`config.mk`:
```
export PLATFORM = sky130hd
export DESIGN_NAME = fb_write_ctrl
export DESIGN_NICKNAME = d
export VERILOG_FILES = /design/src/rtl/fb_write_ctrl.sv
export SDC_FILE = /design/constraint.sdc
export NUM_CORES = 1
export LEC_CHECK = 0
export CAP_MARGIN = 0
export CORE_MARGIN = 2
export CORE_UTILIZATION = 25
export CTS_BUF_LIST = sky130_fd_sc_hd__clkbuf_4 sky130_fd_sc_hd__clkbuf_8
export CTS_CLUSTER_SIZE = 14
export DETAILED_ROUTE_END_ITERATION = 10
export PLACE_DENSITY = 0.54
export SLEW_MARGIN = 20
export SYNTH_ARGS = -nofsm -noshare
export SYNTH_HDL_FRONTEND = slang
export SYNTH_SLANG_ARGS = --single-unit
export TNS_END_PERCENT = 5
```
`constraint.sdc`:
```
create_clock -name clk -period 2.1 [get_ports clk]
set_clock_uncertainty 0.2 [all_clocks]
set_input_delay 0.42 -clock clk [delete_from_list [all_inputs] [get_ports clk]]
set_output_delay 0.42 -clock clk [all_outputs]
set_load 0.02 [all_outputs]
```
`src/rtl/fb_write_ctrl.sv`:
```
// Write-side sequencer for the RGB333 framebuffer BRAM: a full-frame clear/fill
// engine and a valid/ready streamed pixel loader, optionally confined to blanking.
module fb_write_ctrl #(
  parameter int FB_W       = 320,
  parameter int FB_H       = 240,
  parameter int ADDR_W     = 17,
  parameter int DATA_W     = 9,
  parameter int BLANK_ONLY = 0
) (
  input  logic              clk,
  input  logic              rst,
  input  logic              i_clear_req,
  input  logic [DATA_W-1:0] i_clear_color,
  input  logic              i_load_start,
  input  logic              i_abort,
  input  logic              i_blank,
  input  logic              i_pix_valid,
  input  logic [DATA_W-1:0] i_pix_data,
  output logic              o_pix_ready,
  output logic              o_we,
  output logic [ADDR_W-1:0] o_addr_wr,
  output logic [DATA_W-1:0] o_data_wr,
  output logic              o_busy,
  output logic              o_done
);

  localparam logic [ADDR_W-1:0] LAST_ADDR = ADDR_W'(FB_W * FB_H - 1);

  typedef enum logic [1:0] {IDLE, CLEAR, LOAD} state_t;

  state_t            state;
  logic [ADDR_W-1:0] addr;
  logic [DATA_W-1:0] clear_color;
  logic              permit;
  logic              wr_fire;
  logic [DATA_W-1:0] wr_data;

  assign permit      = (BLANK_ONLY == 0) || i_blank;
  assign o_pix_ready = (state == LOAD) && permit && !i_abort;
  assign o_busy      = (state != IDLE);

  // Both sources share one write path; abort suppresses the write in its cycle.
  always_comb begin
    wr_fire = 1'b0;
    wr_data = clear_color;
    if (state == CLEAR && !i_abort && permit) begin
      wr_fire = 1'b1;
    end else if (i_pix_valid && o_pix_ready) begin
      wr_fire = 1'b1;
      wr_data = i_pix_data;
    end
  end

  always_ff @(posedge clk) begin
    if (rst) begin
      state       <= IDLE;
      addr        <= '0;
      clear_color <= '0;
      o_we        <= 1'b0;
      o_addr_wr   <= '0;
      o_data_wr   <= '0;
      o_done      <= 1'b0;
    end else begin
      o_we   <= 1'b0;
      o_done <= 1'b0;
      case (state)
        IDLE: begin
          if (i_clear_req) begin
            state       <= CLEAR;
            clear_color <= i_clear_color;
            addr        <= '0;
          end else if (i_load_start) begin
            state <= LOAD;
            addr  <= '0;
          end
        end
        CLEAR, LOAD: begin
          if (i_abort) begin
            state <= IDLE;
            addr  <= '0;
          end else if (wr_fire) begin
            o_we      <= 1'b1;
            o_addr_wr <= addr;
            o_data_wr <= wr_data;
            // The final pixel ends the frame in the same update as its write.
            if (addr == LAST_ADDR) begin
              o_done <= 1'b1;
              state  <= IDLE;
              addr   <= '0;
            end else begin
              addr <= addr + 1'b1;
            end
          end
        end
        default: begin
          state <= IDLE;
          addr  <= '0;
        end
      endcase
    end
  end

endmodule

```
==> results.toml, run 1 <==
[floorplanning]
initial_utilization_pct = 25.3
row_count = 37
dieArea_um2 = 11100
core_um2 = 10200
die_h_um = 106
die_w_um = 106
io_pins = 55

[clocking]
numClockSinks = 56
cts_root_buf = "clkbuf_8"
cts_buffer_depth = 2
tritoncts = "done"
cts_setup_buffers = 0
cts_hold_buf = 0
clkTransAtPathRegs_ns = 0.10
cts_buffers = 5
clk_latency_ns = 0.31
htree_levels = 2

[sta]
min_period_ns = 2.07
tightest_slew_ns = 0.369
slew_headroom_pct = 74.7
finalSetupTns_ns = 0
fin_hold_ws_ns = 0.259
final_hold_viol_count = 0
rsz0062_at_grt = "true"
finalSetupViolations = 0
maxClockFrequency_mhz = 484
min_period_over_period_pct = 98.5
slew_violations = 0

[logic_synthesis]
synth_cells = 299
yosys-top-cells-count = "nand2_1, dfxtp_1, a21oi_1, nor2_1, nand3_1"
synth_ff_type = "dfxtp_1"
synth_enable_flop_cells = 0
ys_seq_area_share_pct = 43.5
synth_top_area_share_pct = 43.5
synth_area_leaders = "dfxtp_1, nand2_1, a21oi_1, mux2i_1, a211oi_1"
ys_ff_latch = 56
synth_area_per_cell_um2 = 8.62
yosysWarnings = 0
synth_most_common_cell = "nand2_1"
async_flop_share_pct = 0
synth_top_cell_by_area = "dfxtp_1"
synth_nets = 328
syn-cell-area_um2 = 2580
synth_cell_types = 55

[cells_and_area]
stdcell_count = 514
fillers = 1077
area_delta_synth_final_pct = 39.2
final_area_um2 = 3590
antennaDiodeCount = 0
drive_gt1_share_pct = 18.0
finalNetCount = 406

[detailed_routing]
avgViaCountPerCell = 4.65
drc_errors = 0
ant_nets = 0
num_vias = 2390
routed_wl_mm = 6.73
first_iter_violations = 121
post_drt_wl_per_cell_um = 13.1
first_pass_iters = 4

[power_and_ir_drop]
peakVddDrop_mv = 0.275
p_int_mw = 1.57
pwr-share-clk_pct = 29.2
seqPwrFrac_pct = 51.2
static-leakage-power_nw = 1.21
p_sw_share_pct = 27.8
pwr_density_cell_nw_per_um2 = 604
share_comb_of_total_power_pct = 19.7
p_sw_uw = 603

[critical_path]
crit_chain = "inv_1 -> ha_1 -> or3b_4 -> o2111ai_4 -> or4_1 -> a21oi_1"
setup.worst_path.start_class = "flip-flop"
critPathSlowestCell = "or4_1"
path_class = "reg -> reg"
endpoint = "addr[13]"
cp.arrival_ns = 2.12
rr_worst_depth = 6
r2r-end = "addr[13]"
max_stage_delay_ns = 0.52
endpoint_kind = "flip-flop"
path_max_fanout = 11
regToRegSetupSlack_ns = 0.03
critPathRequiredTime_ns = 2.15
startpoint = "state[0]"
r2r-start = "state[0]"

[job]
drv_cap = 0

[placement]
portBuffers = 53
place_area_um2 = 3480
dp.final_hpwl_mm = 4.90
gp_congestion = 0.811
dp.cells = 506

[hold_path]
hold_path_class = "reg -> reg"

[global_route]
grt_max_degree = 29
grt.overflow.total = 0
antenna_found_initial = 0
grt_pass1_vias = 2242
grt_pass1_wl_mm = 11.0
track_usage_pct = 12.1

[status]
run_status = "completed"
## state kept, by name (all words and copies together), names as in the netlist
signal and flops:
addr 17, clear_color 9, o_addr_wr 17, o_data_wr 9
o_done 1, o_we 1, state 2
## how the worst min path moves through the flow
stage | startpoint | to | slack [ns] | cells past startpoint
4_1_cts | o_addr_wr[8] | o_addr_wr[8] | 0.26 | 2
3_5_place_dp | o_addr_wr[2] | o_addr_wr[2] | 0.25 | 2
5_1_grt | rst | o_data_wr[5] | 0.28 | 2
6_report | o_addr_wr[8] | o_addr_wr[8] | 0.26 | 2
3_3_place_gp | clear_color[0] | clear_color[0] | 0.24 | 2
2_1_floorplan | clear_color[0] | clear_color[0] | 0.24 | 2
## per-layer routing
metal | wire length [um] | GRT usage [%]
met2 | 3030 | 19.0
met1 | 3360 | 16.9
met3 | 285 | 1.79
met5 | 0 | 0
met4 | 60 | 3.76
## cell type report
cell class                 count  area [um2]  area share [%]
clock buffer                   6        82.6            2.30
clock inverter                 2        13.8           0.384
inverter                       8        30.0           0.837
multi-input combinational    216        1330            37.0
sequential                    56        1120            31.3
tap                          136         170            4.74
timing repair buffer          90         842            23.5
## placed cells by master, fill, tap and decap left out, types with 2 or more instances in the layout
cell type,n
a2111oi_0,2
a211oi_1,9
clkdlybuf4s50_1,49
o211ai_1,2
buf_12,3
o2111ai_1,4
and3_1,2
nand4_1,3
nor4_1,3
inv_1,8
nand2_1,63
mux2i_1,9
nor2_1,13
o21ai_0,6
a21oi_2,3
buf_4,34
ha_1,4
or4_4,3
o31ai_2,2
or4_1,5
a21oi_1,36
dfxtp_1,55
nand3_1,10
clkbuf_8,6
or3_1,3
o31ai_1,6
## critical path, delay by kind of cell (launching register included)
kind                       cells  cell delay, ns
buffers and inverters          1            0.06
and+or+nand+nor                2            0.80
DFF                            1            0.34
adders and majority gates      1            0.23
AOI/OAI and AO/OA              2            0.37
## cells by family (layout without fill, tap and decap cells)
| kind of cell | count (synthesis) | in the layout | synth area share [%] |
|---|---|---|---|
| flops | 56 | 56 | 43.5 |
| xor+xnor | 1 | 1 | 0.340 |
| fa+ha+maj | 4 | 4 | 1.94 |
| simple gates | 122 | 122 | 23.8 |
| buf+inv | 27 | 106 | 5.73 |
| mux | 9 | 9 | 3.49 |
| compound gates | 80 | 80 | 21.3 |
## power by group through the flow
stage / Sequential, mW / Clock (mW) / Combinational (mW)
2_1_floorplan: 1.14 / 0 / 0.205
3_5_place_dp: 1.13 / 0 / 0.427
6_report: 1.11 / 0.633 / 0.427
4_1_cts: 1.11 / 0.662 / 0.425
5_1_grt: 1.11 / 0.701 / 0.464
3_3_place_gp: 1.13 / 0 / 0.424
## timing repair
item,CTS,global route
gates cloned,0,0
gates resized for setup,3,4
setup endpoints to repair,3,7
## per-stage QoR
stage	utilization, %	setup WS [ns]	total power [mW]
2_1_floorplan	-	0.122	1.35
3_3_place_gp	34.1	-0.242	1.56
3_5_place_dp	34.1	-0.259	1.56
4_1_cts	35.1	0.0192	2.20
5_1_grt	35.2	-0.0806	2.28
6_report	35.2	0.0320	2.17
Note: power is estimated with default switching activity, not from simulation.
==> run 2: changes to the inputs <==
--- a/config.mk
+++ b/config.mk
@@ -11,7 +11,8 @@
 export CTS_BUF_LIST = sky130_fd_sc_hd__clkbuf_4 sky130_fd_sc_hd__clkbuf_8
 export CTS_CLUSTER_SIZE = 14
 export DETAILED_ROUTE_END_ITERATION = 10
-export PLACE_DENSITY = 0.54
+export DONT_BUFFER_PORTS = 1
+export PLACE_DENSITY = 0.47
 export SLEW_MARGIN = 20
 export SYNTH_ARGS = -nofsm -noshare
 export SYNTH_HDL_FRONTEND = slang
==> constraint.sdc (replaced) <==
create_clock -name clk -period 2.1 [get_ports clk]
set_clock_uncertainty 0.2 [all_clocks]
set_input_delay 0.315 -clock clk [delete_from_list [all_inputs] [get_ports clk]]
set_output_delay 0.315 -clock clk [all_outputs]
set_load 0.02 [all_outputs]
==> results.toml, run 2 (synthesized netlist as in run 1, its figures left out) <==
[placement]
dp.cells = 443
portBuffers = 0
gp_congestion = 0.761
dp.final_hpwl_mm = 4.73

[cells_and_area]
finalNetCount = 354
final_common_cell = "nand2_1"
multi_input_comb_area_um2 = 1350
regArea_um2 = 1120
final_util_pct = 30.7
largest_registers = "addr (17), o_addr_wr (17)"
antennaDiodeCount = 0
drive_gt1_share_pct = 18.7
final_cell_mix = "nand2_1, dfxtp_1, a21oi_1, buf_4, nor2_1"
fillers = 1090
area_delta_synth_final_pct = 21.3
stdcell_count = 462

[clocking]
tritoncts = "done"
clk_latency_ns = 0.32
cts_root_buf = "clkbuf_8"
numClockSinks = 56
cts_buffers = 5
clkTransAtPathRegs_ns = 0.10
cts_setup_buffers = 0
cts_buffer_depth = 2
htree_levels = 2

[critical_path]
setup.worst_path.start_class = "flip-flop"
endpoint = "addr[15]"
cp.arrival_ns = 2.07
critPathSlowestCell = "or4_1"
startpoint = "state[0]"
path_class = "reg -> reg"
max_stage_delay_ns = 0.52
r2r-end = "addr[15]"
regToRegSetupSlack_ns = 0.08
rr_worst_depth = 6
endpoint_kind = "flip-flop"
crit_chain = "inv_1 -> ha_1 -> or3b_4 -> o2111ai_4 -> or4_1 -> a21oi_1"
critPathRequiredTime_ns = 2.15
path_max_fanout = 11
r2r-start = "state[0]"

[detailed_routing]
drc_errors = 0
routed_wl_mm = 6.70
num_vias = 2219
post_drt_wl_per_cell_um = 14.5
ant_nets = 0
first_iter_violations = 168
first_pass_iters = 4
avgViaCountPerCell = 4.80

[global_route]
grt_pass1_wl_mm = 10.9
grt_max_degree = 46
grt_pass1_vias = 2166
grt.overflow.total = 0
track_usage_pct = 12.3
antenna_found_initial = 0

[floorplanning]
row_count = 37
initial_utilization_pct = 25.3
io_pins = 55
dieArea_um2 = 11100
die_h_um = 106
die_w_um = 106
core_um2 = 10200

[job]
drv_cap = 0

[sta]
min_period_ns = 2.02
finalSetupTns_ns = 0
tightest_slew_ns = 0.525
rsz0062_at_grt = "true"
final_hold_viol_count = 0
slew_headroom_pct = 64.1
min_period_over_period_pct = 96.3
maxClockFrequency_mhz = 495
slew_violations = 0
finalSetupViolations = 0

[power_and_ir_drop]
power_mw = 2.19
pwr_density_cell_nw_per_um2 = 701
peakVddDrop_mv = 0.261
static-leakage-power_nw = 1.00

[hold_path]
hold_path_class = "in -> reg"

[status]
run_status = "completed"
run 2: layer usage:
layer	vias up	global-route usage, %	share of wire, %
met5	-	0	0
met4	0	5.26	2.2
met3	11	3.96	6.0
met2	44	19.5	46
met1	1039	15.4	46
li1	1125	-	-
run 2: layout make-up:
class                   count  share of cell area, %
clock buffers               5                   2.20
clock inverters             3                   1.36
inverters                   8                  0.960
multi-input cells         216                   43.0
flip-flops and latches     56                   35.9
well taps                 136                   5.44
repair buffers             38                   11.1
run 2: worst max-delay path, delay by kind of cell (launching register included):
family / cells / cell delay (ns)
adder cells (fa/ha/maj): 1 / 0.20
flip-flops: 1 / 0.35
buffers and inverters: 1 / 0.06
AND/OR/NAND/NOR: 2 / 0.79
AO/OA/AOI/OAI: 2 / 0.36
run 2: where the power goes:
part / total [mW] / internal, mW / leakage (nW) / switching, mW
clock network: 0.725 / 0.354 / 0.0541 / 0.371
registers: 1.12 / 1.09 / 0.453 / 0.0299
logic: 0.343 / 0.140 / 0.494 / 0.202
total: 2.19 / 1.59 / 1.00 / 0.603
run 2: timing repair:
item	CTS	global route
hold endpoints to repair	45	0
resized for setup	1	5
endpoints found under the setup margin	2	13
pin swaps	0	0
hold buffers	11	0
run 2: worst min-delay path by stage:
| stage | startpoint | slack [ns] | cells after the start | end |
|---|---|---|---|---|
| 3_3_place_gp | rst | 0.19 | 1 | o_addr_wr[6] |
| 4_1_cts | i_pix_data[4] | 0.01 | 2 | o_data_wr[4] |
| 2_1_floorplan | i_clear_req | 0.22 | 1 | state[1] |
| 5_1_grt | i_pix_data[4] | 0.04 | 2 | o_data_wr[4] |
| 6_report | i_pix_data[4] | 0.03 | 2 | o_data_wr[4] |
| 3_5_place_dp | rst | 0.19 | 1 | o_addr_wr[5] |
run 2: stage by stage:
| stage | worst slack [ns] | area, um2 | hold slack (ns) |
|---|---|---|---|
| 5_1_grt | -0.0366 | 3130 | 0.0351 |
| 2_1_floorplan | 0.122 | 2580 | 0.215 |
| 3_3_place_gp | 0.0458 | 2860 | 0.189 |
| 6_report | 0.0785 | 3130 | 0.0267 |
| 4_1_cts | 0.0329 | 3100 | 0.0145 |
| 3_5_place_dp | 0.0171 | 2860 | 0.190 |
